===== src/rtl/msk_and_hpc2_pipe.sv =====
// HPC2 masked AND over W independent lanes with d shares and valid/ready flow control.
// Two enable-gated register stages; output is combinational from stage 2 only.
module msk_and_hpc2_pipe #(
  parameter int d = 2,
  parameter int W = 8,
  localparam int NP   = d*(d-1)/2,
  localparam int NRND = W*NP
) (
  input  logic              clk,
  input  logic              rst,
  input  logic              in_valid,
  output logic              in_ready,
  input  logic [d*W-1:0]    ina,
  input  logic [d*W-1:0]    inb,
  input  logic              rnd_valid,
  output logic              rnd_ready,
  input  logic [NRND-1:0]   rnd,
  output logic              out_valid,
  input  logic              out_ready,
  output logic [d*W-1:0]    out
);

  logic r_s1_vld, r_s2_vld;
  logic w_acc, w_adv2, w_in_rdy;

  // Second index m enumerates partners j != i in ascending order (j = m or m+1).
  logic [W-1:0] r_a1 [d];
  logic [W-1:0] r_b1 [d];
  logic [W-1:0] r_r1 [d][d-1];
  logic [W-1:0] r_v1 [d][d-1];
  logic [W-1:0] w_r_ord [d][d-1];
  logic [W-1:0] w_v_nxt [d][d-1];
  logic [W-1:0] r_p2 [d];
  logic [W-1:0] r_u2 [d][d-1];
  logic [W-1:0] r_w2 [d][d-1];
  logic [W-1:0] w_out [d];

  assign w_adv2    = r_s1_vld & (~r_s2_vld | out_ready);
  assign w_in_rdy  = ~r_s1_vld | w_adv2;
  assign w_acc     = in_valid & rnd_valid & w_in_rdy;
  assign in_ready  = w_in_rdy;
  assign rnd_ready = w_acc;
  assign out_valid = r_s2_vld;

  // Unpack the shared random r_ij (i<j) for each ordered pair and pre-mask b_j.
  for (genvar gi = 0; gi < d; gi++) begin : g_pair_i
    for (genvar gm = 0; gm < d-1; gm++) begin : g_pair_m
      localparam int J  = (gm < gi) ? gm : gm + 1;
      localparam int LO = (gi < J) ? gi : J;
      localparam int HI = (gi < J) ? J : gi;
      localparam int P  = LO*d - LO*(LO+1)/2 + (HI-1-LO);
      for (genvar gk = 0; gk < W; gk++) begin : g_bit
        assign w_r_ord[gi][gm][gk] = rnd[gk*NP + P];
      end
      assign w_v_nxt[gi][gm] = inb[J*W +: W] ^ w_r_ord[gi][gm];
    end
    assign out[gi*W +: W] = w_out[gi];
  end

  always_ff @(posedge clk or posedge rst) begin
    if (rst) begin
      r_s1_vld <= 1'b0;
      r_s2_vld <= 1'b0;
    end else begin
      if (w_acc)       r_s1_vld <= 1'b1;
      else if (w_adv2) r_s1_vld <= 1'b0;
      if (w_adv2)         r_s2_vld <= 1'b1;
      else if (out_ready) r_s2_vld <= 1'b0;
    end
  end

  always_ff @(posedge clk or posedge rst) begin
    if (rst) begin
      for (int i = 0; i < d; i++) begin
        r_a1[i] <= '0;
        r_b1[i] <= '0;
        for (int m = 0; m < d-1; m++) begin
          r_r1[i][m] <= '0;
          r_v1[i][m] <= '0;
        end
      end
    end else if (w_acc) begin
      for (int i = 0; i < d; i++) begin
        r_a1[i] <= ina[i*W +: W];
        r_b1[i] <= inb[i*W +: W];
        for (int m = 0; m < d-1; m++) begin
          r_r1[i][m] <= w_r_ord[i][m];
          r_v1[i][m] <= w_v_nxt[i][m];
        end
      end
    end
  end

  // Stage 2 holds while stalled so no glitchy recombination ever reaches the output.
  always_ff @(posedge clk or posedge rst) begin
    if (rst) begin
      for (int i = 0; i < d; i++) begin
        r_p2[i] <= '0;
        for (int m = 0; m < d-1; m++) begin
          r_u2[i][m] <= '0;
          r_w2[i][m] <= '0;
        end
      end
    end else if (w_adv2) begin
      for (int i = 0; i < d; i++) begin
        r_p2[i] <= r_a1[i] & r_b1[i];
        for (int m = 0; m < d-1; m++) begin
          r_u2[i][m] <= ~r_a1[i] & r_r1[i][m];
          r_w2[i][m] <= r_a1[i] & r_v1[i][m];
        end
      end
    end
  end

  always_comb begin
    for (int i = 0; i < d; i++) begin
      w_out[i] = r_p2[i];
      for (int m = 0; m < d-1; m++) begin
        w_out[i] = w_out[i] ^ r_u2[i][m] ^ r_w2[i][m];
      end
    end
  end

endmodule


===== config.mk =====
export PLATFORM = sky130hd
export DESIGN_NAME = msk_and_hpc2_pipe
export DESIGN_NICKNAME = d
export VERILOG_FILES = /design/src/rtl/msk_and_hpc2_pipe.sv
export SDC_FILE = /design/constraint.sdc
export NUM_CORES = 1
export LEC_CHECK = 0
export BUFFER_PORTS_ARGS = -buffer_cell sky130_fd_sc_hd__buf_2
export CAP_MARGIN = 15
export CORE_MARGIN = 5
export CORE_UTILIZATION = 30
export CTS_BUF_LIST = sky130_fd_sc_hd__clkbuf_4 sky130_fd_sc_hd__clkbuf_8
export CTS_CLUSTER_DIAMETER = 120
export DETAILED_ROUTE_END_ITERATION = 10
export GPL_ROUTABILITY_DRIVEN = 0
export PLACE_DENSITY = 0.55
export SLEW_MARGIN = 20
export SYNTH_ARGS = -nofsm -noshare
export SYNTH_HDL_FRONTEND = slang
export SYNTH_SLANG_ARGS = --single-unit

===== constraint.sdc =====
create_clock -name clk -period 5 [get_ports clk]
set_input_delay 0.75 -clock clk [delete_from_list [all_inputs] [get_ports clk]]
set_output_delay 0.75 -clock clk [all_outputs]
set_load 0.02 [all_outputs]

==> impl_metrics.env <==
export IMPL_fin_ws_ns=2.76
export IMPL_synth_common_cells="106 x dfrtp_1, 43 x mux2_2, 32 x a21bo_2, 32 x nand4_1, 32 x xnor2_1"
export IMPL_critical_path_peak_fanout=48
export IMPL_powerDensity_nw_per_um2=448
export IMPL_avgSynthCellArea_sq_um=14.4
export IMPL_p_leak_nw=2.51
export IMPL_tritoncts="built"
export IMPL_grt_pass1_wl_um=15600
export IMPL_synth_edf_count=0
export IMPL_hold_path_class="reg2reg"
export IMPL_initialDrtViolationCount=123
export IMPL_crit_type="in2reg"
export IMPL_area_growth_syn_to_layout_pct=14.8
export IMPL_post_cts_resized=0
export IMPL_regArea_sq_um=2650
export IMPL_outcome="completed"
export IMPL_tightest_slew_ns=1.00
export IMPL_cp_arrival_ns=2.49
export IMPL_routed_via_density=4.45
export IMPL_grt_pass1_vias=2954
export IMPL_async_reset_ff_share_pct=100
export IMPL_pin_count=64
export IMPL_row_count=46
export IMPL_die_w_um=136
export IMPL_vias=2722
export IMPL_routedWlPerCell_um=15.4
export IMPL_cts_hold_buf=0
export IMPL_dp_slack_ns=2.30
export IMPL_dp_cells=597
export IMPL_drt_pass1_iter_count=4
export IMPL_clk_pin_slew_ns=0.09
export IMPL_cts_buffers=9
export IMPL_cts_buffer_depth=2
export IMPL_slew_headroom_pct=32.9
export IMPL_startpoint_type="input port"
export IMPL_hold_start="r_w2[6]"
export IMPL_synthFlopType="dfrtp_1"
export IMPL_peakVddDrop_v=0.000117
export IMPL_num_antenna_cells=0
export IMPL_yosys_area_top_type="dfrtp_1"
export IMPL_synth_area_sq_um=4790
export IMPL_antenna_found_initial=0
export IMPL_final_layout_size_suffix_gt1_share_pct=48.0
export IMPL_period_minus_slack_ns=2.24
export IMPL_cts_root_buf="clkbuf_8"
export IMPL_crit_start="out_ready"
export IMPL_wl_um=9440
export IMPL_finalSetupViolCount=0
export IMPL_synth_area_leaders="dfrtp_1 55%, mux2_2 10%, mux2_4 9.1%"
export IMPL_fin_skew_ns=0.00638
export IMPL_fp_dieH_um=136
export IMPL_initial_core_util_pct=30.4
export IMPL_drv_slew=0
export IMPL_ys_types=17
export IMPL_end_kind="flip-flop"
export IMPL_max_freq_ghz=0.447
export IMPL_multi_input_area_sq_um=2020
export IMPL_r2r_start="out_valid"
export IMPL_grt_usage_pct=10.8
export IMPL_fp_coreArea_sq_um=15800
export IMPL_clock_sinks=106
export IMPL_port_buffers=63
export IMPL_grt_max_degree=76
export IMPL_syn_nets=378
export IMPL_ys_seq_area_share_pct=55.4
export IMPL_ys_seq_elements=106
export IMPL_finalHoldViolCount=0
export IMPL_synth_most_common_cell="dfrtp_1"
export IMPL_yosys_warnings=0
export IMPL_final_period_utilization_pct=44.7
export IMPL_grt_overflow_total=0
export IMPL_remaining_drc_errors=0
export IMPL_hpwlAfterDp_um=6170
export IMPL_fin_nets=437
export IMPL_nFillCells=1594
export IMPL_finalNonFillerCells=612
export IMPL_syn_inst=333
export IMPL_htree_levels=3
export IMPL_clk_latency_ns=0.36
export IMPL_dieArea_sq_um=18600
export IMPL_postRouteAntennaNets=0
export IMPL_post_cts_buffers=0
export IMPL_yosysTopAreaCellShare_pct=55.4
export IMPL_rsz0062_at_grt="no"
export IMPL_critPathRequiredTime_ns=5.25
export IMPL_tns_ns=0
export IMPL_drv_cap=0
[path summary, 6_finish.rpt]
path                       slack [ns]  endpoint  cells past startpoint
setup / recovery                 2.76  r_u2[14]                      5
hold / removal                   0.51   r_w2[6]                      1
setup reg to reg                 2.81  r_u2[14]                      4
hold reg to reg                  0.51   r_w2[6]                      1
max in group asynchronous        3.43   r_b1[7]                      3
min in group asynchronous        0.58  r_w2[13]                      2
[cells in the final DEF (no fill, tap or decap)]
cell	netlist	final
a21bo_2	32	32
buf_2	7	63
buf_4	2	4
bufinv_16	0	1
clkbuf_4	0	1
clkbuf_8	0	12
clkinv_2	0	1
dfrtp_1	106	106
inv_4	0	1
mux2_2	43	43
mux2_4	29	29
nand2_1	3	2
nand2_2	0	1
nand2b_1	2	2
nand3b_4	1	1
nand4_1	32	32
nor2b_1	16	16
nor2b_4	1	1
xnor2_1	32	32
xor2_1	16	16
[metal layers]
layer / vias to the layer above / part of all wire (%) / track usage [%] / routed length (um)
met5: - / 0 / 0 / 0
met4: 0 / 1.3 / 4.37 / 124
met3: 12 / 2.4 / 2.11 / 230
met2: 43 / 46 / 16.4 / 4360
met1: 1384 / 50 / 15.1 / 4720
li1: 1283 / - / - / -
[flip-flops by register name (all words and copies together), names as in the netlist]
register	count
r_u2	16
r_r1	8
out_valid	1
r_s1_vld	1
r_v1	16
r_b1	16
r_p2	16
r_w2	16
r_a1	16
[worst max-delay path: stages]
cell      delay (ns)
buf_2           0.09
nand2b_1        0.09
buf_4           0.37
nand2_2         0.66
mux2_2          0.51
[where the power goes]
part           total [mW]  switching (mW)  internal, mW
combinational       0.736           0.355         0.381
sequential           1.17           0.131          1.04
clock               0.557           0.281         0.275
total                2.46           0.767          1.70
[final cells by class]
type	instances	area share (%)
Sequential cell	106	48.2
Inverter	1	0.114
Clock inverter	2	0.637
Clock buffer	13	3.14
Tap cell	216	4.91
Multi-Input combinational cell	207	36.7
Timing Repair Buffer	67	6.28
[through the flow]
step / cell area (sq um) / hold WS [ns] / util [%] / power [mW]
6_report: 5500 / 0.515 / 34.9 / 2.46
5_1_grt: 5500 / 0.532 / 34.9 / 2.61
4_1_cts: 5500 / 0.518 / 34.9 / 2.51
3_5_place_dp: 5300 / 0.495 / 33.6 / 1.95
3_3_place_gp: 5300 / 0.491 / 33.6 / 1.93
2_1_floorplan: 4790 / 0.480 / - / 1.71
[cell families after synthesis]
| kind of cell | share of synthesized area [%] |
|---|---|
| simple gates | 7.47 |
| compound gates | 6.68 |
| buf+inv | 2.53 |
| mux | 19.2 |
| flops | 55.4 |
| xor+xnor | 8.77 |
Power figures use the tool's default switching activity.
